<file path="config.mk">
export PLATFORM = sky130hd
export DESIGN_NAME = image_uart_dump
export DESIGN_NICKNAME = d
export VERILOG_FILES = /design/src/rtl/image_uart_dump.sv
export SDC_FILE = /design/constraint.sdc
export NUM_CORES = 1
export LEC_CHECK = 0
export BUFFER_PORTS_ARGS = -buffer_cell sky130_fd_sc_hd__buf_4
export CAP_MARGIN = 20
export CORE_MARGIN = 4
export CORE_UTILIZATION = 23
export CTS_CLUSTER_DIAMETER = 30
export DETAILED_ROUTE_END_ITERATION = 10
export MAX_ROUTING_LAYER = met4
export REMOVE_ABC_BUFFERS = 1
export SLEW_MARGIN = 20
export SYNTH_ARGS = -nofsm -noshare
export SYNTH_HDL_FRONTEND = slang
export SYNTH_SLANG_ARGS = --single-unit
</file>
<file path="constraint.sdc">
create_clock -name clk -period 2.2 [get_ports clk]
set_input_delay 0.33 -clock clk [delete_from_list [all_inputs] [get_ports clk]]
set_output_delay 0.33 -clock clk [all_outputs]
set_load 0.02 [all_outputs]
</file>
<file path="src/rtl/image_uart_dump.sv">
// Image store readback: fetches every pixel over the shared RAM port and streams it out as
// 8N1 UART bytes (header byte, then {4'h0, pix[11:8]} and pix[7:0] per pixel).
`timescale 1ns / 1ps

module image_uart_dump #(
    parameter int unsigned W       = 3,
    parameter int unsigned H       = 2,
    parameter int unsigned CLK_DIV = 434,
    parameter logic [7:0]  HEADER  = 8'hA5
) (
    input  logic        clk,
    input  logic        rst,
    input  logic        start,
    output logic        spram_rd_req,
    input  logic        spram_rd_gnt,
    output logic [14:0] spram_addr,
    input  logic [11:0] spram_rd_data,
    output logic        uart_tx,
    output logic        busy,
    output logic        done,
    output logic [14:0] pix_cnt
);

    localparam int unsigned NPix    = W * H;
    localparam int unsigned BaudW   = (CLK_DIV > 1) ? $clog2(CLK_DIV) : 1;
    localparam logic [BaudW-1:0] BaudMax = BaudW'(CLK_DIV - 1);
    localparam logic [15:0] NPixL   = 16'(NPix);

    typedef enum logic [2:0] {
        StIdle,
        StHdr,
        StFetch,
        StWait,
        StSendHi,
        StSendLo,
        StFin
    } state_e;

    state_e            state_q, state_d;
    logic [14:0]       addr_q, addr_d;
    logic [15:0]       cnt_q, cnt_d;
    logic [15:0]       cnt_inc;
    logic [11:0]       pix_q, pix_d;
    logic              tx_active_q, tx_active_d;
    logic [3:0]        bit_q, bit_d;
    logic [BaudW-1:0]  baud_q, baud_d;
    logic [9:0]        shift_q, shift_d;
    logic              tx_load;
    logic [7:0]        tx_byte;
    logic              tx_done;

    // Serializer: shift_q holds {stop, data, start}; bit 0 drives the line.
    always_comb begin
        tx_active_d = tx_active_q;
        bit_d       = bit_q;
        baud_d      = baud_q;
        shift_d     = shift_q;
        tx_done     = tx_active_q && (baud_q == BaudMax) && (bit_q == 4'd9);
        if (tx_active_q) begin
            if (baud_q == BaudMax) begin
                baud_d = '0;
                if (bit_q == 4'd9) begin
                    tx_active_d = 1'b0;
                end else begin
                    bit_d   = bit_q + 4'd1;
                    shift_d = {1'b1, shift_q[9:1]};
                end
            end else begin
                baud_d = baud_q + 1'b1;
            end
        end
        // A load in the last stop-bit cycle gives a back-to-back next frame.
        if (tx_load) begin
            tx_active_d = 1'b1;
            bit_d       = 4'd0;
            baud_d      = '0;
            shift_d     = {1'b1, tx_byte, 1'b0};
        end
    end

    always_comb begin
        state_d      = state_q;
        addr_d       = addr_q;
        cnt_d        = cnt_q;
        pix_d        = pix_q;
        tx_load      = 1'b0;
        tx_byte      = HEADER;
        spram_rd_req = 1'b0;
        done         = 1'b0;
        cnt_inc      = cnt_q + 16'd1;
        case (state_q)
            StIdle: begin
                if (start) begin
                    state_d = StHdr;
                    addr_d  = '0;
                    cnt_d   = '0;
                end
            end
            StHdr: begin
                if (!tx_active_q) begin
                    tx_load = 1'b1;
                    tx_byte = HEADER;
                end else if (tx_done) begin
                    state_d = StFetch;
                end
            end
            StFetch: begin
                spram_rd_req = 1'b1;
                if (spram_rd_gnt) begin
                    state_d = StWait;
                end
            end
            StWait: begin
                pix_d   = spram_rd_data;
                state_d = StSendHi;
            end
            StSendHi: begin
                if (!tx_active_q) begin
                    tx_load = 1'b1;
                    tx_byte = {4'h0, pix_q[11:8]};
                end else if (tx_done) begin
                    tx_load = 1'b1;
                    tx_byte = pix_q[7:0];
                    state_d = StSendLo;
                end
            end
            StSendLo: begin
                if (tx_done) begin
                    cnt_d = cnt_inc;
                    if (cnt_inc == NPixL) begin
                        state_d = StFin;
                    end else begin
                        addr_d  = addr_q + 15'd1;
                        state_d = StFetch;
                    end
                end
            end
            StFin: begin
                done    = 1'b1;
                state_d = StIdle;
            end
            default: state_d = StIdle;
        endcase
    end

    always_ff @(posedge clk) begin
        if (rst) begin
            state_q     <= StIdle;
            addr_q      <= '0;
            cnt_q       <= '0;
            pix_q       <= '0;
            tx_active_q <= 1'b0;
            bit_q       <= '0;
            baud_q      <= '0;
            shift_q     <= '1;
        end else begin
            state_q     <= state_d;
            addr_q      <= addr_d;
            cnt_q       <= cnt_d;
            pix_q       <= pix_d;
            tx_active_q <= tx_active_d;
            bit_q       <= bit_d;
            baud_q      <= baud_d;
            shift_q     <= shift_d;
        end
    end

    assign uart_tx    = tx_active_q ? shift_q[0] : 1'b1;
    assign busy       = (state_q != StIdle) && (state_q != StFin);
    assign spram_addr = addr_q;
    assign pix_cnt    = cnt_q[14:0];

endmodule

</file>
# ---- Yosys cells after proc, flatten, opt, wreduce, memory -nomap -nowiden
# Cells that the tools add are included.
dict set report word_totals {
  ff_bits 69
  input_bits 16
  output_inout_bits 34
  wordCells 81
}
dict set report op_classes {
  n_addsub 4
  eq_ne 19
  mux 35
  n_bitwise 1
  n_reduce_logical 14
}
# cell count
set op_table {}
lappend op_table {{15-bit two-way mux} 3}
lappend op_table {{9-bit two-way mux} 5}
lappend op_table {{16-bit two-way mux} 2}
lappend op_table {{16-bit one-hot mux with 2 select lines} 1}
lappend op_table {{15-bit one-hot mux with 2 select lines} 1}
lappend op_table {{3-bit two-way mux} 8}
lappend op_table {{8-bit two-way mux} 3}
lappend op_table {{2-bit != test, second input constant} 9}
lappend op_table {{3-bit one-hot mux with 6 select lines} 1}
lappend op_table {{16-bit by 1-bit adder with 16-bit output, second input constant} 1}
lappend op_table {{16-bit by 3-bit == test with 1-bit output, second input constant} 1}
lappend op_table {{15-bit by 1-bit adder with 15-bit output, second input constant} 1}
lappend op_table {{1-bit two-way mux} 10}
lappend op_table {{9-bit by 1-bit adder with 9-bit output, second input constant} 1}
lappend op_table {{3-bit == test, second input constant} 3}
lappend op_table {{9-bit == test, second input constant} 1}
lappend op_table {{3-bit AND reduction} 3}
lappend op_table {{7-bit AND reduction} 1}
lappend op_table {{3-bit by 2-bit == test with 1-bit output, second input constant} 2}
lappend op_table {{2-bit nonzero test} 3}
lappend op_table {{4-bit by 1-bit adder with 4-bit output, second input constant} 1}
lappend op_table {{4-bit == test, second input constant} 1}
lappend op_table {{4-bit AND reduction} 1}
lappend op_table {{3-bit by 1-bit == test with 1-bit output, second input constant} 1}
lappend op_table {{other kinds (7)} 9}

# ---- Depth between registers and ports, before layout
# Gate-level depths: netlist (run 1).
dict set report depth {
  word_depth 8
  mapped_depth 10
  ltp_nobuf 9
}

# ---- Worst setup path after synthesis (run 1)
# Ideal clock, no wire load.
dict set report synth_timing {
  path_type {register to register}
  start {reg cnt_q[0]}
  end {reg addr_q[13] (netlist: spram_addr[13])}
  setup_ns 0.079
  arrival_ns 2.188
  required_ns 2.121
  setup_slack_ns -0.067
  stages_incl_launch_ff 10
  path_buffers 1
  period_less_slack_ns 2.267
  path_cell_list {dfxtp_1 ha_1 and4_1 and3_1 and3_1 o221ai_2 o211a_1 or3_1 buf_2 o211ai_1}
}
dict set report synth_via {
  elab_chain_len 4
}
# element line
set synth_rtl {}
lappend synth_rtl {{start: declaration} 41} ;# logic [15:0] cnt_q, cnt_d;
lappend synth_rtl {{start signal: assignment} 159} ;# cnt_q <= cnt_d;
lappend synth_rtl {{16-bit by 1-bit adder with 16-bit output} 90} ;# cnt_inc = cnt_q + 16'd1;
lappend synth_rtl {{16-bit by 3-bit == test with 1-bit output} 130} ;# if (cnt_inc == NPixL) begin
lappend synth_rtl {{2-bit != test (no line)} --}
lappend synth_rtl {{4-bit AND reduction (no line)} --}
lappend synth_rtl {{end signal: assignment} 158} ;# addr_q <= addr_d;
lappend synth_rtl {{end: declaration} 40} ;# logic [14:0] addr_q, addr_d;
# No other way between the ends.
# A chain may end at the register's enable or synchronous reset.

# ---- Final worst setup path (run 1)
dict set report layout_timing {
  start {reg bit_q[1]}
  end {reg cnt_q[1]}
}
dict set report layout_via {
  elab_chain_len 4
}
# element line
set layout_rtl {}
lappend layout_rtl {{start: declaration} 45} ;# logic [3:0] bit_q, bit_d;
lappend layout_rtl {{start signal: assignment} 162} ;# bit_q <= bit_d;
lappend layout_rtl {{4-bit == test} 58} ;# tx_done = tx_active_q && (baud_q == BaudMax) && (bit_q == 4'd9);
lappend layout_rtl {{1-bit logical AND} 58}
lappend layout_rtl {{2-bit != test (no line)} --}
lappend layout_rtl {{3-bit AND reduction (no line)} --}
# No other way between the ends.

==> results.txt, run 1 <==
The overall power of the completed layout is 2.87 mW. The row count is 46. The clock skew after layout is 9.65 ps. The post-synthesis async set-or-reset flop share is 0. The per-cell routed wire length came out at 13.3 um. Of the post-synthesis cell area, the dominant cell type holds 0.372. The maximum buffer depth of the clock tree is 2. The final route contains 3522 vias. Entering global routing, the biggest net connects 33 pins. The area growth from synthesis to layout is 33.5%. At the worst endpoint, the arrival time is 2520 ps. The number of nets in the layout is 564.

The die span in y came out at 135 um. After global routing, the most crowded layer is met2. The number of enable-type register cells in the synthesized netlist is 0. The endpoint identified for the worst register-to-register timing path is cnt_q[1]$_SDFFE_PP0P_. The post-route worst hold slack came out at 239 ps.

The worst hold path class is input pin to register. The kind of end point of the critical path is a register. The data required time of the worst path is 2470 ps. For this design the static power due to leakage is 1.88 nW. The insertion delay of the later-clocked pin in the worst-skew pair came out at 340 ps. The final reports fail on negative setup slack. The first global-routing pass estimated 16700 um of wire.

The number of distinct library cells after synthesis is 53. The library cell with the highest instance count after synthesis is dfxtp_1. The floorplan step defined a core boundary enclosing 15800 sq um. The flop-to-flop setup slack is -50 ps. The critical path is of the register to register type.

The commonest cells after synthesis are dfxtp_1 (69), nand2_1 (59), nor2_1 (46). In the final timing run, aggregate negative setup slack is -52.7 ps. The final max-slew violation count came out at 0. The final period demand of the worst path came out at 2250 ps.

The number of levels the H-tree was split into came out at 3. During placement, the flow inserted port buffers numbering 49. Setup repair after global routing could not meet its margin everywhere. The number of global-route vias before repair is 3283. Of the total power, the share spent switching nets is 0.247. The run finished, with violations left.

The share of total power dissipated in combinational logic is 0.073. The cell area that synthesis handed to floorplanning was 3710 sq um. The DRC violations left came out at 0. The total placed cells including tap cells is 743. The overall global routing resource usage came out at 0.116. The CTS tree is built. The HPWL after detailed placement came out at 7290 um.

The residual antenna-violating net count after detailed routing came out at 0. Measured on the finished design, the core utilization comes to 0.313. The power density over cell area is 580 nW/um^2.

For this run, the register share of the synthesized area comes to 0.372. The average cell area after synthesis came out at 7.91 sq um. The part of the power in registers came out at 0.448. For hold timing, the worst endpoint is pix_q[5]$_SDFFE_PP0P_. The design internal power is 2.16 mW. The met1 usage in global routing is 0.153. The number of cells on the worst hold path is 3. The worst setup path is launched from a register.

For the pin with the worst max-slew slack, the measured transition is 466 ps. The number of antenna violations at the first check in global routing came out at 0. The detailed router finished its first iteration with 238 violations. Before antenna repair, the detailed router went through 4 iterations. The worst slew margin relative to its limit came out at 0.689. The worst register-to-register path begins at bit_q[1]$_SDFFE_PP0P_.

Of the total power, the clock network draws 0.479. Sorting the synthesized cells by area gives the leading types as dfxtp_1 (37%), nand2_1 (6.0%), a21oi_1 (5.4%), nor2_1 (4.7%), buf_4 (3.4%). The number of instances in the synthesized netlist came out at 469. The maximum vdd ir drop came out at 0.000366 V. The final weighted congestion of routability-driven global placement is 0.811. The number of sinks handled by clock tree synthesis came out at 69. The number of primary I/O pins is 50. For this configuration, the core starts out at a cell density of 0.234.

The via count normalized by instance count came out at 4.62. The switching component of the power is 710 uW. Clock-pin slew was measured on the worst setup and hold paths at 60 ps. Counting the buffers created by CTS gives 9. The final global-route overflow total is 0. Setup violations remaining at the end of the flow were counted as 1. The signal on the critical path passes through inv_2, ha_4, nand3b_1, or4_4, nor2_4, nand2_2, a21o_1, or3_1, a21oi_1.

The met3 track demand over resource came out at 0.0268. The clock root buffer master is clkbuf_16. The antenna diode count is 0. In this run the worst path has a maximum fanout of 5. The flip-flop and latch count after synthesis is 69. For this run, the leading register cell type out of synthesis is dfxtp_1. The floorplan die width is 135 um. The count of endpoints failing hold in the final timing report came out at 0. The number of warnings issued by yosys is 0.

Across the run, the number of max-cap violations was 0. The biggest area contributor in the post-synthesis netlist is dfxtp_1. The maximum operating frequency came out at 444 MHz. For this run, the number of standard cells in the final layout without fillers is 762. Of the cells placed in the final design, the portion with a size suffix greater than 1 is 0.289.

After detailed routing, the total wire length is 10200 um. On the critical path, the stage with the largest delay is an instance of or4_4. In the post-route analysis, the smallest setup slack over all paths is -52.7 ps. Of the available clock period, the critical path in the final layout requires 1.02. The final-layout fill cell count is 1675. The die area came out at 18200 sq um. The largest single stage delay on the critical path is 640 ps. For met2 alone, demand over resource in global routing was 0.180.

The worst hold path begins at spram_rd_data[5]. The path depth of the worst reg2reg path is 9.
==> logic make-up after synthesis <==
kind of cell,share of synthesized area
AO/OA/AOI/OAI,0.196
XOR/XNOR,0.0354
adder cells (fa/ha/maj),0.0236
buffers and inverters,0.0722
flip-flops,0.372
multiplexers,0.0162
AND/OR/NAND/NOR,0.284
==> critical path: cells and delay by family, from the launching register on <==
kind                       cells  cell delay, ps
adders and majority gates      1             110
DFF                            1             320
buffers and inverters          1              60
and+or+nand+nor                5            1390
AOI/OAI and AO/OA              2             300
==> flip-flops by register name (all words and copies together), names as in the netlist <==
signal / flops
cnt_q: 16
spram_addr: 15
pix_q: 12
baud_q: 9
shift_q: 9
bit_q: 4
state_q: 3
tx_active_q: 1
==> cell type report <==
cell class                 count  area [sq um]  area share
tap                          216           270      0.0546
clock buffer                  10           239      0.0483
clock inverter                 6          48.8     0.00986
timing repair buffer         104           806       0.163
sequential                    69          1390       0.280
inverter                      10          37.5     0.00758
multi-input combinational    347          2160       0.437
==> through the flow <==
step                      area (sq um)  worst slack, ps
after floorplan                   3480             -204
after global placement            4530            -18.8
after detailed placement          4530            -81.1
after CTS                         4820             9.62
after global routing              4950             -122
final                             4950            -52.7
==> power groups by stage <==
stage                     Clock [mW]  Combinational (mW)  Sequential [mW]
final                           1.38               0.208             1.29
after global routing            1.46               0.235             1.29
after CTS                       1.40               0.201             1.29
after detailed placement           0               0.199             1.31
after global placement             0               0.197             1.31
after floorplan                    0              0.0907             1.32
==> cell usage in the layout (no fill, tap or decap), types with 4 or more instances in the layout <==
cell type,Yosys,layout
buf_4,17,102
dfxtp_1,69,66
nand2_1,59,57
nor2_1,46,45
a21oi_1,40,38
a31oi_1,16,15
nand3_1,13,13
o21ai_0,22,11
or3_1,12,10
and3_1,11,10
inv_1,10,9
xor2_1,9,9
clkbuf_16,0,9
and2_1,8,8
nor3_1,10,8
nand2b_1,7,7
o21ai_2,0,7
mux2i_1,6,6
xnor2_1,6,6
nand4_1,6,6
nor2b_1,5,5
nand3b_1,5,5
and4_1,6,5
o22ai_1,5,5
ha_1,7,5
o21a_1,4,4
a211oi_1,4,4
a221oi_1,4,4
==> worst max-delay path by stage <==
stage	end	startpoint	slack, ps
final	cnt_q[1]$_SDFFE_PP0P_	bit_q[1]$_SDFFE_PP0P_	-50
after global routing	cnt_q[1]$_SDFFE_PP0P_	bit_q[1]$_SDFFE_PP0P_	-120
after CTS	spram_addr[13]$_SDFFE_PP0P_	cnt_q[0]$_SDFFE_PP0P_	10
after detailed placement	spram_addr[13]$_SDFFE_PP0P_	cnt_q[0]$_SDFFE_PP0P_	-80
after global placement	spram_addr[13]$_SDFFE_PP0P_	cnt_q[0]$_SDFFE_PP0P_	-20
after floorplan	spram_addr[13]$_SDFFE_PP0P_	cnt_q[0]$_SDFFE_PP0P_	-200
==> metal layers <==
metal	share of wire	routed length, um
met1	0.47	4810
met2	0.47	4760
met3	0.050	506
met4	0.0089	91
met5	0	0
==> what timing repair did <==
action                                  CTS  global route
hold buffers                              0             0
gates resized for setup                   2            39
endpoints found under the setup margin   15            44
buffers inserted                          0             3
pin swaps                                 0             8
Power figures use the tool's default switching activity.
==> inputs of run 2 (changes only) <==
--- a/config.mk
+++ b/config.mk
@@ -6,4 +6,5 @@
 export NUM_CORES = 1
 export LEC_CHECK = 0
+export ABC_AREA = 1
 export BUFFER_PORTS_ARGS = -buffer_cell sky130_fd_sc_hd__buf_4
 export CAP_MARGIN = 20
==> constraint.sdc (replaced) <==
create_clock -name clk -period 2.2 [get_ports clk]
set_input_delay 0.33 -clock clk [delete_from_list [all_inputs] [get_ports clk]]
set_output_delay 0.33 -clock clk [all_outputs]
set_load 0.005 [all_outputs]
==> run 2 against run 1 <==
  * The run now ends clean
  * Non-clock buffer count down 36
  * Critical path depth up 4
  * Utilization down 2.2 points
  * Clock skew up 1.4 ps
  * Register-to-register slack better by 160 ps
  * Maximum frequency up 7.5%
  * Largest power group is now combinational cells
  * Highest routed layer unchanged
==> results.txt, run 2 <==
The library cell with the highest instance count after synthesis is nand2_1 (was dfxtp_1). The HPWL after detailed placement is 7380 um (was 7290 um). The total via count after detailed routing is 3779 (was 3522). The number of antenna violations at the first check in global routing came out at 0 (unchanged). The final max-slew violation count is 0 (unchanged). The floorplan die width came out at 141 um (was 135 um). The fraction of layout instances using a drive strength above 1 came out at 0.237 (was 0.289). The netlist area before placement is 4090 sq um (was 3710 sq um). The largest net degree at the start of global routing is 31 (was 33). The core footprint came to 17400 sq um (was 15800 sq um). The post-placement cell area came out at 4610 sq um (was 4530 sq um). The final non-filler cell area is 5040 sq um (was 4950 sq um). The flip-flop count of the largest register, all copies and words added was 16 (unchanged). Commonest cells after routing, fill and taps aside: nand2_1 (110), nor2_1 (86), dfxtp_1 (66) (was buf_4 (102), dfxtp_1 (66), nand2_1 (57)). The pre-CTS setup slack came out at 117 ps (was -81.1 ps).

The power density over cell area came to 1400 nW/um^2 (was 580 nW/um^2). The longest individual stage delay on the worst path is 340 ps (was 640 ps). The row count came out at 48 (was 46). The register bank with the most flops was cnt_q (unchanged). The most frequent standard cell in the layout excluding fill and tap cells is nand2_1 (was buf_4). The die span in y is 141 um (was 135 um). The final-report setup violation count is 0 (was 1). The cell with the largest stage delay on the worst path is dfxtp_2 (was or4_4). The count of TritonRoute iterations in the first routing pass came to 4 (unchanged).

The relative contribution of the clock network to total power came to 0.225 (was 0.479). The count of endpoints failing hold in the final timing report came out at 0 (unchanged). The clock skew after layout came out at 11.0 ps (was 9.65 ps). The category of the worst setup path launch point is a register (unchanged). The class of the most critical setup path is register to register (unchanged). The data required time of the worst path came out at 2440 ps (was 2470 ps). Counting stages on the worst path, the most repeated cell is nand2_2. The worst hold path class was input pin to register (unchanged). The final period demand of the worst path came to 2100 ps (was 2250 ps).

The number of levels the H-tree was split into was 3 (unchanged). The number of sinks handled by clock tree synthesis was 69 (unchanged). The number of instances in the synthesized netlist is 583 (was 469).

The buffers plus inverters on the worst setup path is 1 (unchanged). The per-cell routed wire length is 12.4 um (was 13.3 um). The endpoint of the worst-slack reg-to-reg timing path is spram_addr[2]$_SDFFE_PP0P_ (was cnt_q[1]$_SDFFE_PP0P_). The overall global routing resource usage came out at 0.109 (was 0.116).

The number of nets in the layout came out at 648 (was 564). The sequential area share after synthesis came out at 0.338 (was 0.372). The setup slack of the critical path after layout was 105 ps (was -52.7 ps).

The antenna diode count is 0 (unchanged). The post-route worst hold slack is 204 ps (was 239 ps). The cell depth of the worst setup path came out at 13 (was 9). The via count normalized by instance count came out at 4.42 (was 4.62). The total wire length after detailed routing came out at 10600 um (was 10200 um). The number of buffer cells added on primary ports came out at 49 (unchanged).

The layout overhead on the synthesized area came to 23.3% (was 33.5%). The accumulated negative setup slack is 0 ps (was -52.7 ps). The path depth of the worst reg2reg path was 13 (was 9). The cts-stage hold buffer count came out at 0 (unchanged). The clock root buffer master is clkbuf_16 (unchanged). The largest delay contributor family on the critical path is simple AND/OR/NAND/NOR gates (unchanged). Chain of cells forming the critical path: ha_2, nand2_2, nor2_4, nand2_1, xor2_1, nand3_1, nor2_2, nand3_2, nand2_2, nand2_4, clkbuf_16, a21oi_1, nor2_1 (was inv_2, ha_4, nand3b_1, or4_4, nor2_4, nand2_2, a21o_1, or3_1, a21oi_1). The biggest area consumer among synthesized cells was dfxtp_1 (unchanged). The final instance count without filler cells is 855 (was 762). The average cell area after synthesis is 7.01 sq um (was 7.91 sq um). The global-route wire length before repair was 17200 um (was 16700 um). The relative contribution of combinational cells to total power came out at 0.476 (was 0.073).

The number of warnings issued by yosys came to 0 (unchanged). The residual antenna-violating net count after detailed routing came out at 0 (unchanged). The share of the core filled with cells is 0.290 (was 0.313).

The switching component of the power came out at 2.90 mW (was 710 uW). The effective utilization at floorplan came out at 0.235 (was 0.234). The start of the worst register-to-register path is cnt_q[1]$_SDFFE_PP0P_ (was bit_q[1]$_SDFFE_PP0P_). The part of the power in registers came to 0.298 (was 0.448).

The number of enable-type register cells in the synthesized netlist came out at 0 (unchanged). The maximum vdd ir drop came to 0.000567 V (was 0.000366 V). The die area is 20000 sq um (was 18200 sq um). The origin of the worst setup path is cnt_q[1]$_SDFFE_PP0P_ (was bit_q[1]$_SDFFE_PP0P_). The kind of end point of the critical path is a register (unchanged). Leading cell types by count after synthesis: nand2_1 (111), nor2_1 (87), dfxtp_1 (69) (was dfxtp_1 (69), nand2_1 (59), nor2_1 (46)). The final weighted congestion of routability-driven global placement is 0.838 (was 0.811). The leakage power is 2.12 nW (was 1.88 nW). The total of max-cap violations is 0 (unchanged). The final period utilization is 0.952 (was 1.02). The number of global-route vias before repair came out at 3437 (was 3283). The area share of the largest cell type after synthesis is 0.338 (was 0.372). The worst slew margin relative to its limit came out at 0.703 (was 0.689). Top post-synthesis cells by area: dfxtp_1 (34%), nand2_1 (10%), nor2_1 (8.0%), inv_1 (5.3%), a21oi_1 (4.8%) (was dfxtp_1 (37%), nand2_1 (6.0%), a21oi_1 (5.4%), nor2_1 (4.7%), buf_4 (3.4%)). The critical path arrival is 2340 ps (was 2520 ps). The footprint of the flip-flops and latches came to 1390 sq um (unchanged).

The number of distinct library cells after synthesis came out at 40 (was 53). The switching share of power was 0.411 (was 0.247). The DRC violations left is 0 (unchanged).

The transition time at the pin with the least slew margin came out at 445 ps (was 466 ps). The total CTS buffers is 9 (unchanged). The flip-flop and latch count after synthesis came out at 69 (unchanged). The clock slew seen by the registers of the worst setup and hold paths is 60 ps (about the same). The top fanout value on the critical path is 8 (was 5). The DRC marker count from the first detailed-route iteration came out at 206 (was 238). The termination of the worst setup path is spram_addr[2]$_SDFFE_PP0P_ (was cnt_q[1]$_SDFFE_PP0P_). The design internal power is 4.15 mW (was 2.16 mW). The flop-to-flop setup slack is 100 ps (was -50 ps). The final global-route overflow total is 0 (unchanged). The total placed cells including tap cells is 835 (was 743). Status: completed (was finished with violations). The post-synthesis async set-or-reset flop share is 0 (unchanged). The insertion delay of the later-clocked pin in the worst-skew pair was 350 ps (was 340 ps). The most used flip-flop cell after synthesis was dfxtp_1 (unchanged). The overall power of the completed layout came out at 7.05 mW (was 2.87 mW). The final-layout fill cell count came out at 1881 (was 1675). The CTS tree is built (unchanged). The total area of multi-input combinational cells came out at 2230 sq um (was 2160 sq um). The maximum operating frequency came to 477 MHz (was 444 MHz). The number of primary I/O pins is 50 (unchanged). The maximum buffer depth of the clock tree is 2 (unchanged).
-- run 2: layout make-up --
| class | instances | area share |
|---|---|---|
| clock inverters | 7 | 0.0194 |
| repair buffers | 68 | 0.116 |
| multi-input cells | 416 | 0.443 |
| clock buffers | 9 | 0.0447 |
| flip-flops and latches | 69 | 0.275 |
| inverters | 61 | 0.0454 |
| well taps | 225 | 0.0559 |
-- run 2: what timing repair did --
action	CTS	global route
setup endpoints to repair	0	39
setup buffers	0	1
gates resized for setup	0	11
hold endpoints to repair	0	0
-- run 2: logic make-up (layout without fill, tap and decap cells) --
family                   after synthesis  count (layout)  share of synthesized area
AND/OR/NAND/NOR                      306             306                      0.361
buffers and inverters                 98             145                      0.126
AO/OA/AOI/OAI                         97              97                      0.141
flip-flops                            69              69                      0.338
adder cells (fa/ha/maj)                7               7                     0.0214
XOR/XNOR                               6               6                     0.0129
-- run 2: tightest hold or removal path: cells and delay by family --
family                 cells  cell delay [ps]
and+or+nand+nor            2              110
buffers and inverters      1               70
-- run 2: worst min-delay path by stage --
stage	to	from	cells after the start	slack (ps)
floorplan	cnt_q[4]$_SDFFE_PP0P_	rst	1	400
global placement	pix_q[5]$_SDFFE_PP0P_	pix_q[5]$_SDFFE_PP0P_	2	450
detailed placement	shift_q[0]$_SDFFE_PP1P_	shift_q[0]$_SDFFE_PP1P_	2	440
CTS	pix_q[0]$_SDFFE_PP0P_	spram_rd_data[0]	3	200
global route	pix_q[4]$_SDFFE_PP0P_	spram_rd_data[4]	3	200
finish	pix_q[4]$_SDFFE_PP0P_	spram_rd_data[4]	3	200
-- run 2: power by group through the flow --
stage                     Clock [mW]  Combinational, mW  Sequential (mW)
after floorplan                    0               1.95             2.03
after global placement             0               3.06             2.12
after detailed placement           0               3.09             2.12
after CTS                       1.63               3.10             2.10
after global routing            1.67               3.79             2.17
final                           1.59               3.36             2.10
-- run 2: layer usage --
| layer | global-route usage | share of wire | up-vias |
|---|---|---|---|
| met3 | 0.0307 | 0.044 | 8 |
| met1 | 0.142 | 0.49 | 1727 |
| met5 | - | 0 | - |
| li1 | - | - | 1980 |
| met4 | 0.0331 | 0.012 | 0 |
| met2 | 0.164 | 0.46 | 64 |
==> inputs of run 3 (changes only) <==
CORE_UTILIZATION = 53   (was 23)
PLACE_DENSITY = 0.77   (was not set)
==> run 3 against run 2 <==
  * Hold slack lost 17 ps
  * Highest routed layer unchanged
  * Via count grew 2.8%
  * Final area shrank 5.9%
  * Non-clock buffer count shrank 1
==> results.txt, run 3 (same netlist as run 2, synthesis figures left out) <==
The total of max-cap violations is 0 (unchanged). The die span in y is 95.8 um (was 141 um). The class of the most critical setup path was register to register (unchanged). The kind of end point of the critical path is a register (unchanged). The layout overhead on the synthesized area is 16.0% (was 23.3%). The antenna diode count is 0 (unchanged).

The per-cell routed wire length was 13.1 um (was 12.4 um). The effective utilization at floorplan is 0.554 (was 0.235). The count of TritonRoute iterations in the first routing pass is 4 (unchanged). The number of buffer cells added on primary ports came out at 49 (unchanged). The critical path arrival came out at 2300 ps (was 2340 ps).

The final max-slew violation count is 0 (unchanged). The largest delay contributor family on the critical path is simple AND/OR/NAND/NOR gates (unchanged). The most numerous cell on the critical path was nand2_2 (unchanged).

The number of antenna violations at the first check in global routing came to 0 (unchanged). The floorplan die width came out at 95.8 um (was 141 um). The worst slew margin relative to its limit was 0.717 (was 0.703).

Status: completed (unchanged). The total wire length after detailed routing came out at 9560 um (was 10600 um). The row count came out at 31 (was 48). The switching component of the power came out at 2.80 mW (was 2.90 mW). The overall power of the completed layout is 6.46 mW (was 7.05 mW). The worst hold path class is input pin to register (unchanged). The via count normalized by instance count came out at 5.33 (was 4.42). The relative contribution of combinational cells to total power is 0.486 (was 0.476). The residual antenna-violating net count after detailed routing is 0 (unchanged). The final global-route overflow total came to 0 (unchanged). The CTS tree was built (unchanged). The total placed cells including tap cells is 706 (was 835). The total via count after detailed routing is 3883 (was 3779). The clock skew after layout came out at 8.01 ps (was 11.0 ps). The DRC marker count from the first detailed-route iteration is 140 (was 206).

The final weighted congestion of routability-driven global placement came out at 0.924 (was 0.838). The part of the power in registers came out at 0.326 (was 0.298). The maximum buffer depth of the clock tree was 2 (unchanged). The die area is 9180 sq um (was 20000 sq um).

The core footprint came out at 7370 sq um (was 17400 sq um). The number of primary I/O pins came to 50 (unchanged). The fraction of layout instances using a drive strength above 1 came out at 0.234 (was 0.237). The number of nets in the layout came out at 647 (was 648). The clock slew seen by the registers of the worst setup and hold paths is 90 ps (was 60 ps). The longest individual stage delay on the worst path came out at 370 ps (was 340 ps). The insertion delay of the later-clocked pin in the worst-skew pair is 360 ps (was 350 ps). The category of the worst setup path launch point is a register (unchanged).

The count of endpoints failing hold in the final timing report is 0 (unchanged). The final period utilization came out at 0.933 (was 0.952). The final period demand of the worst path came out at 2050 ps (was 2100 ps). The power density over cell area came out at 1360 nW/um^2 (was 1400 nW/um^2). The largest net degree at the start of global routing came out at 31 (unchanged). The number of sinks handled by clock tree synthesis is 69 (unchanged). The most frequent standard cell in the layout excluding fill and tap cells is nand2_1 (unchanged). The overall global routing resource usage came to 0.220 (was 0.109). The transition time at the pin with the least slew margin is 423 ps (was 445 ps).

The final-report setup violation count is 0 (unchanged). The clock root buffer master is clkbuf_8 (was clkbuf_16). The data required time of the worst path came out at 2450 ps (was 2440 ps). The cell with the largest stage delay on the worst path is dfxtp_4 (was dfxtp_2). The number of global-route vias before repair came out at 3611 (was 3437). The number of levels the H-tree was split into came out at 3 (unchanged). The global-route wire length before repair came out at 15700 um (was 17200 um).

The design internal power came out at 3.66 mW (was 4.15 mW). Chain of cells forming the critical path: ha_4, nand2_2, nor2_4, buf_4, buf_4, nand4_1, nand2_2, nor3_4, nand3_1, nand2_1, nand2_2, buf_12, a21oi_2, nor2_1 (was ha_2, nand2_2, nor2_4, nand2_1, xor2_1, nand3_1, nor2_2, nand3_2, nand2_2, nand2_4, clkbuf_16, a21oi_1, nor2_1). The maximum operating frequency is 487 MHz (was 477 MHz).

The buffers plus inverters on the worst setup path was 3 (was 1). The HPWL after detailed placement came out at 6650 um (was 7380 um). The switching share of power came out at 0.434 (was 0.411). Commonest cells after routing, fill and taps aside: nand2_1 (110), nor2_1 (87), dfxtp_1 (67) (was nand2_1 (110), nor2_1 (86), dfxtp_1 (66)). The top fanout value on the critical path is 30 (was 8).

The DRC violations left was 0 (unchanged). The leakage power is 2.05 nW (was 2.12 nW). The cts-stage hold buffer count is 0 (unchanged). The relative contribution of the clock network to total power was 0.188 (was 0.225). The flip-flop count of the largest register, all copies and words added came out at 16 (unchanged). The final instance count without filler cells came out at 728 (was 855). The total CTS buffers is 9 (unchanged). The final-layout fill cell count came out at 656 (was 1881). The maximum vdd ir drop is 0.000796 V (was 0.000567 V).

The register bank with the most flops was cnt_q (unchanged).
-- run 3: cell types whose count changed in the layout (fill, tap and decap cells not counted), moves of 2 or more --
cell	previous run	this run
dfxtp_2	3	1
clkbuf_8	0	9
buf_4	62	65
clkbuf_16	11	0
-- run 3: what timing repair did --
item                       in CTS  in global routing
pin swaps                       0                  2
resized for setup               1                 11
setup endpoints to repair       6                 46
setup buffers                   0                  6
-- run 3: final timing paths --
kind,end,cells past startpoint,start,slack [ps]
setup / recovery,spram_addr[6]$_SDFFE_PP0P_,14,cnt_q[1]$_SDFFE_PP0P_,150
hold / removal,pix_q[6]$_SDFFE_PP0P_,3,spram_rd_data[6],190
setup reg to reg,spram_addr[6]$_SDFFE_PP0P_,14,cnt_q[1]$_SDFFE_PP0P_,150
hold reg to reg,pix_q[5]$_SDFFE_PP0P_,2,pix_q[5]$_SDFFE_PP0P_,470
-- run 3: worst reg2reg max path, delay by kind of cell, from the launching register on --
family,cells,cell delay (ps)
fa+ha+maj,1,170
simple gates,9,820
buf+inv,3,420
compound gates,1,170
flops,1,370
-- run 3: area by class of cell --
| type | count | area [sq um] | area share |
|---|---|---|---|
| inverters | 61 | 229 | 0.0483 |
| well taps | 99 | 124 | 0.0261 |
| clock buffers | 9 | 124 | 0.0261 |
| flip-flops and latches | 69 | 1390 | 0.293 |
| clock inverters | 7 | 105 | 0.0222 |
| repair buffers | 67 | 528 | 0.111 |
| multi-input cells | 416 | 2240 | 0.473 |
-- run 3: layer usage --
metal | vias to the layer above | global-route usage | routed length (um)
li1 | 1971 | - | -
met1 | 1802 | 0.249 | 4170
met2 | 95 | 0.384 | 4750
met3 | 15 | 0.0446 | 512
met4 | 0 | 0.0782 | 133
met5 | - | - | 0
-- run 3: per-stage QoR --
step	worst slack (ps)	cell area (sq um)	hold WS [ps]	setup TNS, ps	util
after floorplan	-853	3800	399	-12820	-
after global placement	14.7	4420	439	0	0.600
after detailed placement	-22.6	4420	450	-59.8	0.600
after CTS	34.1	4660	183	0	0.632
after global routing	-17.6	4740	188	-41.9	0.643
final	147	4740	187	0	0.643
-- run 3: power groups by stage --
stage	logic, mW	clock network, mW	registers, mW
final	3.14	1.21	2.11
after global routing	3.52	1.28	2.16
after CTS	3.04	1.23	2.08
after detailed placement	3.00	0	2.10
after global placement	2.91	0	2.09
after floorplan	1.95	0	2.03
